<file path="config.mk">
export PLATFORM = sky130hd
export DESIGN_NAME = tk1_spi_byte_engine
export DESIGN_NICKNAME = d
export VERILOG_FILES = /design/src/rtl/tk1_spi_pkg.sv /design/src/rtl/tk1_spi_byte_engine.sv
export SDC_FILE = /design/constraint.sdc
export NUM_CORES = 1
export LEC_CHECK = 0
export BUFFER_PORTS_ARGS = -buffer_cell sky130_fd_sc_hd__buf_4
export CORE_MARGIN = 1
export CORE_UTILIZATION = 45
export DETAILED_ROUTE_END_ITERATION = 10
export PLACE_DENSITY = 0.62
export SETUP_SLACK_MARGIN = 0.05
export SKIP_CTS_REPAIR_TIMING = 1
export SLEW_MARGIN = 40
export SYNTH_ARGS = -nofsm -noshare
export SYNTH_HDL_FRONTEND = slang
export SYNTH_SLANG_ARGS = --single-unit
</file>
<file path="constraint.sdc">
create_clock -name clk -period 2.55 [get_ports clk]
set_input_delay 0.51 -clock clk [delete_from_list [all_inputs] [get_ports clk]]
set_output_delay 0.51 -clock clk [all_outputs]
set_load 0.01 [all_outputs]
</file>
<file path="src/rtl/tk1_spi_pkg.sv">
// ---------------------------------------------------------------------------
// tk1_spi_pkg
// Definitions shared by the tk1 SPI byte engine: the FSM state encoding and
// the number of bits moved per transfer.
// ---------------------------------------------------------------------------
package tk1_spi_pkg;

  // FSM encoding. IDLE must stay 0 so a cleared state register means idle.
  typedef enum logic [1:0] {
    SPI_IDLE = 2'd0,
    SPI_LOW  = 2'd1,
    SPI_HIGH = 2'd2
  } spi_state_t;

  localparam int BITS_PER_XFER = 8;

endpackage : tk1_spi_pkg

</file>
<file path="src/rtl/tk1_spi_byte_engine.sv">
// ---------------------------------------------------------------------------
// tk1_spi_byte_engine
// Byte-wide SPI mode-0 master (CPOL=0, CPHA=0, MSB first). Each accepted
// start strobe runs one 8-bit full-duplex transfer. The received byte is held
// on spi_rx_data until the next transfer begins shifting.
//
// Parameters
//   CLK_DIV         SCK half-period in clk cycles (1..256); one bit takes
//                   2*CLK_DIV cycles, a whole byte 16*CLK_DIV cycles.
//
// Ports
//   clk             system clock
//   reset           asynchronous, active-high reset
//   spi_ss          chip select, active low (inverse of the enable register)
//   spi_sck         serial clock, registered
//   spi_mosi        serial data out, registered
//   spi_miso        serial data in, sampled on the edge where SCK rises
//   spi_enable      new enable value, taken when spi_enable_we=1
//   spi_enable_we   enable write strobe; writing 0 mid-transfer aborts it
//   spi_start       single-cycle transfer request (idle and enabled only)
//   spi_tx_data     byte to send, taken when spi_tx_data_we=1 while idle
//   spi_tx_data_we  tx byte write strobe
//   spi_rx_data     last received byte
//   spi_ready       1 = idle, a start will be accepted
// ---------------------------------------------------------------------------
module tk1_spi_byte_engine
  import tk1_spi_pkg::*;
#(
  parameter int CLK_DIV = 1
) (
  input  logic       clk,
  input  logic       reset,
  output logic       spi_ss,
  output logic       spi_sck,
  output logic       spi_mosi,
  input  logic       spi_miso,
  input  logic       spi_enable,
  input  logic       spi_enable_we,
  input  logic       spi_start,
  input  logic [7:0] spi_tx_data,
  input  logic       spi_tx_data_we,
  output logic [7:0] spi_rx_data,
  output logic       spi_ready
);

  localparam logic [7:0] DIV_RELOAD = 8'(CLK_DIV - 1);
  localparam logic [2:0] LAST_BIT   = 3'(BITS_PER_XFER - 1);

  spi_state_t state;
  logic       enable_reg;
  logic [7:0] tx_reg;
  logic [7:0] rx_reg;
  logic [2:0] bit_ctr;
  logic [7:0] div_ctr;
  logic       sck_reg;
  logic       mosi_reg;
  logic       ready_reg;

  logic       disable_wr;
  logic       abort;
  logic       start_ok;

  // A write of 0 to the enable register. While busy it kills the transfer;
  // while idle it also blocks a same-cycle start so no transfer ever runs
  // with chip select deasserted.
  assign disable_wr = spi_enable_we && !spi_enable;
  assign abort      = disable_wr && (state != SPI_IDLE);
  assign start_ok   = (state == SPI_IDLE) && enable_reg && spi_start && !disable_wr;

  always_ff @(posedge clk or posedge reset) begin
    if (reset) begin
      state      <= SPI_IDLE;
      enable_reg <= 1'b0;
      tx_reg     <= 8'h00;
      rx_reg     <= 8'h00;
      bit_ctr    <= 3'd0;
      div_ctr    <= 8'd0;
      sck_reg    <= 1'b0;
      mosi_reg   <= 1'b0;
      ready_reg  <= 1'b1;
    end else begin
      if (spi_enable_we) begin
        enable_reg <= spi_enable;
      end

      if (abort) begin
        // rx_reg and tx_reg keep whatever partial shift they hold.
        state     <= SPI_IDLE;
        sck_reg   <= 1'b0;
        mosi_reg  <= 1'b0;
        ready_reg <= 1'b1;
      end else begin
        case (state)
          SPI_IDLE: begin
            sck_reg   <= 1'b0;
            mosi_reg  <= 1'b0;
            ready_reg <= 1'b1;
            if (start_ok) begin
              // Start wins over a same-cycle tx write: the old byte goes out.
              state     <= SPI_LOW;
              bit_ctr   <= 3'd0;
              div_ctr   <= DIV_RELOAD;
              ready_reg <= 1'b0;
              mosi_reg  <= tx_reg[7];
            end else if (spi_tx_data_we) begin
              tx_reg <= spi_tx_data;
            end
          end

          SPI_LOW: begin
            if (div_ctr == 8'd0) begin
              // MISO has been stable for the whole low phase; capture it on
              // the same edge that raises SCK.
              state   <= SPI_HIGH;
              sck_reg <= 1'b1;
              rx_reg  <= {rx_reg[6:0], spi_miso};
              div_ctr <= DIV_RELOAD;
            end else begin
              div_ctr <= div_ctr - 8'd1;
            end
          end

          SPI_HIGH: begin
            if (div_ctr == 8'd0) begin
              sck_reg <= 1'b0;
              tx_reg  <= {tx_reg[6:0], 1'b0};
              if (bit_ctr == LAST_BIT) begin
                state     <= SPI_IDLE;
                ready_reg <= 1'b1;
                mosi_reg  <= 1'b0;
              end else begin
                bit_ctr  <= bit_ctr + 3'd1;
                state    <= SPI_LOW;
                div_ctr  <= DIV_RELOAD;
                // Next bit is the new MSB after this shift.
                mosi_reg <= tx_reg[6];
              end
            end else begin
              div_ctr <= div_ctr - 8'd1;
            end
          end

          default: begin
            state     <= SPI_IDLE;
            sck_reg   <= 1'b0;
            mosi_reg  <= 1'b0;
            ready_reg <= 1'b1;
          end
        endcase
      end
    end
  end

  assign spi_ss      = !enable_reg;
  assign spi_sck     = sck_reg;
  assign spi_mosi    = mosi_reg;
  assign spi_rx_data = rx_reg;
  assign spi_ready   = ready_reg;

endmodule : tk1_spi_byte_engine

</file>
==> metrics.log, run 1 <==
INFO  metric run_status = complete, no violations
INFO  metric postSynth.asyncResetShare = 100%
INFO  metric p_clk_share = 16.1%
INFO  metric antenna_violations_before_repair = 0
INFO  metric postRouteWirelength = 3480 um
INFO  metric max_slew.worst_pin.slew = 581 ps
INFO  metric grt_pass1_vias = 1328
INFO  metric std_cell_rows = 22
INFO  metric power_report.internal_total = 1.49 mW
INFO  metric layout-area-overhead-vs-synth = 19.1%
INFO  metric remaining_drc_errors = 0
INFO  metric die-width = 65.3 um
INFO  metric synthDominantAreaCellType = dfrtp_1
INFO  metric hold_viol_final = 0
INFO  metric timing.hold.ws = 318 ps
INFO  metric num_antenna_cells = 0
INFO  metric detail_route.first_pass.iterations = 4
INFO  metric p_leak = 0.987 nW
INFO  metric path_cells = inv_1 > ha_1 > nor4b_4 > nand2_4 > a22oi_4 > mux2_2
INFO  metric crit_fanout = 9
INFO  metric cts_buffer_depth = 2
INFO  metric fin_setup_tns = 0 ps
INFO  metric finish.net_count = 211
INFO  metric dr.first_iter.drc_count = 53
INFO  metric postSynthCellCount = 157
INFO  metric post_route_cells_drive_above_1_share = 35.1%
INFO  metric p_sw = 980 uW
INFO  metric post_layout_nonfiller_instances = 236
INFO  metric period_needed = 2120 ps
INFO  metric final_cell_mix = 32 x dfrtp_1, 28 x buf_4, 22 x mux2_2
INFO  metric detailed_place_hpwl = 2520 um
INFO  metric die-area = 4270 um^2
INFO  metric cell_area_after_technology_mapping = 1810 um^2
INFO  metric clock.fmax = 471 MHz
INFO  metric first_pass_grt_wire_length = 5950 um
INFO  metric cts-buffers-inserted = 5
INFO  metric finalSetupViolations = 0
INFO  metric detail_route.wl_per_cell = 14.8 um
INFO  metric timing.hold.worst.class = in -> async
INFO  metric grt_overflow_total = 0
INFO  metric worst_setup_path_startpoint = div_ctr[0]
INFO  metric syn_avg_cell_area = 11.5 um^2
INFO  metric finClkSkew = 5.87 ps
INFO  metric power.sequential.fraction = 35.4%
INFO  metric swShare = 39.7%
INFO  metric tritoncts_num_sinks = 33
INFO  metric synth.yosys.seq_area_share = 45.8%
INFO  metric post-layout-total-power = 2.47 mW
INFO  metric gr-usage-all-layers = 18.5%
INFO  metric io_pins = 27
INFO  metric ir_drop = 608 uV
INFO  metric timing.final.max_slew_violations = 0
INFO  metric floorplan.initialDensity = 48.2%
INFO  metric insertion_delay = 280 ps
INFO  metric gp_routability_congestion = 0.860
INFO  metric numPlacedInstances = 229
INFO  metric synth-edff-count = 0
INFO  metric synth_seq_cells = 33
INFO  metric critical_path_required = 2720 ps
INFO  metric power.share.combinational = 48.5%
INFO  metric mostFrequentLayoutCell = dfrtp_1
INFO  metric r2r-start = div_ctr[0]
INFO  metric cpMaxStageDelayCell = dfrtp_1
INFO  metric grt_setup_unrepaired = false
INFO  metric fp.dieH = 65.3 um
INFO  metric port_buffers = 26
INFO  metric cts_tree = done
INFO  metric postSynth.topFlopCell = dfrtp_1
INFO  metric share_of_the_synthesized_area_in_the_top_cell_type = 44.4%
INFO  metric dp_worst_setup_slack = 442 ps
INFO  metric critical_path.max_stage_delay = 410 ps
INFO  metric route.detailed.vias_per_inst = 5.52
INFO  metric timing.critical_path.from_type = register
INFO  metric grt_start_max_net_pins = 34
INFO  metric criticalPathCategory = reg -> reg
INFO  metric postSynthNetCount = 180
INFO  metric ant_nets = 0
INFO  metric core_region_area = 3740 um^2
INFO  metric power_density = 1150 nW/um^2
INFO  metric clk_root_buffer_cell = clkbuf_8
INFO  metric clkTransAtPathRegs = 70 ps
INFO  metric critical_path.endpoint_type = register
INFO  metric synthDistinctLibCells = 44
INFO  metric htreeDepth = 2
INFO  metric num_vias = 1303
INFO  metric final.setup.worst_slack = 427 ps
INFO  metric min_period_over_period = 83.3%
INFO  metric cpLargestDelayFamily = simple AND/OR/NAND/NOR gates
INFO  metric timing.reg2reg.worst_path_depth = 6
INFO  metric max-slew-margin-rel = 61.2%
INFO  metric synth.top_cells.by_area = dfrtp_1 44%, mux2_2 14%, ha_1 5.5%, mux2i_1 2.8%, nand2_1 2.1%
INFO  metric worst_ep_arrival_time = 2290 ps
INFO  metric timing.critical_path.buf_inv = 1
INFO  metric cap_violations = 0
INFO  metric critical_path_cell_count = 6
INFO  metric synth_warnings = 0
## cells in the mapped netlist, types with 2 or more instances
library cell / instances
dfrtp_1: 32
inv_1: 8
nand2b_1: 6
nor2b_1: 2
mux2_2: 22
a211o_1: 2
a31oi_1: 4
nand3_1: 3
mux2i_1: 5
and2_1: 2
nand3b_1: 2
nor3_1: 2
a22o_1: 2
nor2_1: 5
o211ai_1: 2
ha_1: 8
nand2_1: 10
nor3b_1: 3
clkbuf_1: 2
a41oi_1: 3
o21ai_0: 7
a21oi_1: 3
## cell families (layout without fill, tap and decap cells)
| group | Yosys count | count (layout) | synth area share (%) |
|---|---|---|---|
| simple gates | 44 | 44 | 15.9 |
| flops | 33 | 33 | 45.8 |
| mux | 27 | 27 | 16.5 |
| buf+inv | 12 | 43 | 2.56 |
| compound gates | 33 | 33 | 13.7 |
| fa+ha+maj | 8 | 8 | 5.54 |
## metrics by stage
stage / util, % / instance area (um^2)
2_1_floorplan: - / 1810
3_3_place_gp: 55.0 / 2060
3_5_place_dp: 55.0 / 2060
4_1_cts: 57.4 / 2150
5_1_grt: 57.4 / 2150
6_report: 57.4 / 2150
## power by group through the flow
| stage | clock network [mW] | logic, mW | registers [mW] |
|---|---|---|---|
| floorplan | 0 | 0.885 | 0.871 |
| global placement | 0 | 1.17 | 0.869 |
| CTS | 0.419 | 1.20 | 0.874 |
| global route | 0.435 | 1.32 | 0.900 |
| finish | 0.398 | 1.20 | 0.873 |
| detailed placement | 0 | 1.20 | 0.883 |
## tightest hold or removal path, stage by stage
cell and delay (ps):
buf_4 100, inv_1 40, buf_4 370
## metal layers
metal	wire length [um]	track usage [%]
met2	1650	29.8
met5	0	0
met1	1610	23.2
met4	72	8.15
met3	152	5.03
## worst paths after layout
kind / end / slack [ps]
worst max-delay path: tx_reg[2] / 430
worst min-delay path: div_ctr[6] / 320
worst max register to register: tx_reg[2] / 430
worst min register to register: spi_sck / 490
max in group asynchronous: spi_ready / 1900
min in group clk: enable_reg / 450
## final cells by class
cell class,instances,area [um^2]
Sequential cell,33,827
Tap cell,48,60.1
Fill cell,332,1590
Inverter,8,30.0
Timing Repair Buffer,28,210
Clock buffer,6,82.6
Clock inverter,1,7.51
Multi-Input combinational cell,112,932
Note: power is estimated with default switching activity, not from simulation.
==> run 2: changes to the inputs <==
clock period = 2.2 ns   (was 2.55 ns; I/O delays follow)
==> run 2 against run 1 <==
Net effect: core utilization up 1.3 points; cell count up 1.7%; power up 22%; maximum frequency up 7.2%; first-iteration DRC count down 15%; clock skew up 1.5 ps; critical path depth unchanged; sequential cell count unchanged; largest cell class unchanged; highest routed layer unchanged.
==> metrics.log, run 2 (same netlist as run 1, synthesis figures left out) <==
INFO  metric final_cell_mix = 32 x dfrtp_1, 31 x buf_4, 22 x mux2_2
INFO  metric detailed_place_hpwl = 2540 um (+0.53%)
INFO  metric post-layout-total-power = 3.02 mW (+22%)
INFO  metric criticalPathCategory = reg -> reg
INFO  metric gp_routability_congestion = 0.816 (-5.1%)
INFO  metric tritoncts_num_sinks = 33 (unchanged)
INFO  metric num_antenna_cells = 0 (unchanged)
INFO  metric finish.net_count = 214 (+1.4%)
INFO  metric fp.dieH = 65.3 um (unchanged)
INFO  metric p_leak = 1.01 nW (+2.7%)
INFO  metric grt_setup_unrepaired = false
INFO  metric dp_worst_setup_slack = 189 ps (-253 ps)
INFO  metric critical_path.endpoint_type = register
INFO  metric post_route_cells_drive_above_1_share = 36.5% (+1.4 points)
INFO  metric route.detailed.vias_per_inst = 5.53 (about the same)
INFO  metric post-route-cell-area = 2200 um^2 (+2.2%)
INFO  metric layout-area-overhead-vs-synth = 21.7%
INFO  metric io_pins = 27 (unchanged)
INFO  metric critical_path_required = 2370 ps (-350 ps)
INFO  metric cts_buffer_depth = 2 (unchanged)
INFO  metric max_slew.worst_pin.slew = 551 ps (-30.1 ps)
INFO  metric grt_start_max_net_pins = 34 (unchanged)
INFO  metric die-area = 4270 um^2 (unchanged)
INFO  metric cts_tree = done
INFO  metric clk_root_buffer_cell = clkbuf_8
INFO  metric core_region_area = 3740 um^2 (unchanged)
INFO  metric grt_overflow_total = 0 (unchanged)
INFO  metric std_cell_rows = 22 (unchanged)
INFO  metric power_density = 1370 nW/um^2 (+20%)
INFO  metric period_needed = 1980 ps (-143 ps)
INFO  metric worst_ep_arrival_time = 2150 ps (-140 ps)
INFO  metric finClkSkew = 7.33 ps (+1.46 ps)
INFO  metric post-route-util = 58.7% (+1.3 points)
INFO  metric min_period_over_period = 90.0% (+6.8 points)
INFO  metric ir_drop = 676 uV (+11%)
INFO  metric gr-usage-all-layers = 18.5% (-0.061 points)
INFO  metric detail_route.wl_per_cell = 14.4 um (-2.3%)
INFO  metric finalSetupViolations = 0 (unchanged)
INFO  metric run_status = complete, no violations
INFO  metric htreeDepth = 2 (unchanged)
INFO  metric nFillCells = 320 (-3.6%)
INFO  metric crit_fanout = 9 (unchanged)
INFO  metric detail_route.first_pass.iterations = 4 (unchanged)
INFO  metric insertion_delay = 290 ps (about the same)
INFO  metric placedInstanceArea = 2080 um^2 (+1.1%)
INFO  metric clkTransAtPathRegs = 70 ps (about the same)
INFO  metric timing.hold.ws = 246 ps (-71.5 ps)
INFO  metric timing.hold.worst.class = in -> async
INFO  metric floorplan.initialDensity = 48.2% (unchanged)
INFO  metric final.setup.worst_slack = 220 ps (-207 ps)
INFO  metric ant_nets = 0 (unchanged)
INFO  metric first_pass_grt_wire_length = 5990 um (+0.71%)
INFO  metric hold_viol_final = 0 (unchanged)
INFO  metric timing.final.max_slew_violations = 0 (unchanged)
INFO  metric die-width = 65.3 um (unchanged)
INFO  metric timing.critical_path.from_type = register
INFO  metric postRouteWirelength = 3460 um (-0.66%)
INFO  metric fin_setup_tns = 0 ps (unchanged)
INFO  metric port_buffers = 26 (unchanged)
INFO  metric max-slew-margin-rel = 63.2% (+2.0 points)
INFO  metric grt_pass1_vias = 1278 (-3.8%)
INFO  metric remaining_drc_errors = 0 (unchanged)
INFO  metric cap_violations = 0 (unchanged)
INFO  metric post_layout_nonfiller_instances = 240 (+1.7%)
INFO  metric dr.first_iter.drc_count = 45 (-15%)
INFO  metric num_vias = 1326 (+1.8%)
INFO  metric timing.reg2reg.worst_path_depth = 6 (unchanged)
INFO  metric clock.fmax = 505 MHz (+7.2%)
INFO  metric numPlacedInstances = 232 (+1.3%)
INFO  metric cts-buffers-inserted = 5 (unchanged)
INFO  metric antenna_violations_before_repair = 0 (unchanged)
INFO  metric mostFrequentLayoutCell = dfrtp_1
## run 2: cell count changes in the layout (fill, tap and decap cells not counted)
cell and delta:
buf_4 +3, bufinv_16 +1, clkbuf_8 -1, clkinv_4 +1
## run 2: path summary, 6_finish.rpt
kind | start | to | slack [ps]
max | div_ctr[0] | tx_reg[7] | 220
min | reset | spi_rx_data[1] | 250
max reg2reg | div_ctr[0] | tx_reg[7] | 220
min reg2reg | spi_sck | spi_sck | 500
max in group asynchronous | reset | spi_ready | 1620
min in group clk | spi_enable_we | enable_reg | 370
## run 2: cell type report
type | count | area (um^2) | share of cell area [%]
Tap cell | 48 | 60.1 | 2.73
Timing Repair Buffer | 31 | 233 | 10.6
Clock buffer | 5 | 68.8 | 3.13
Sequential cell | 33 | 827 | 37.6
Inverter | 8 | 30.0 | 1.37
Clock inverter | 3 | 46.3 | 2.11
Multi-Input combinational cell | 112 | 932 | 42.4
## run 2: power by group
part	internal [mW]	switching, mW	total, mW	leakage (nW)
Combinational	0.681	0.752	1.43	0.536
Sequential	0.833	0.178	1.01	0.423
Clock	0.339	0.237	0.576	0.0543
## run 2: critical path: stages (launching register included)
cell     delay (ps)
dfrtp_1         400
inv_1           130
ha_1            160
nor4b_4         260
nand2_4         150
a22oi_4         370
mux2_2          380
## run 2: routing by layer
layer  vias to the layer above  wire length (um)  GRT usage [%]
met1                       646              1690           25.3
met5                         -                 0              0
met4                         0                45           4.89
met2                        27              1580           28.2
li1                        648                 -              -
met3                         5               142           5.56
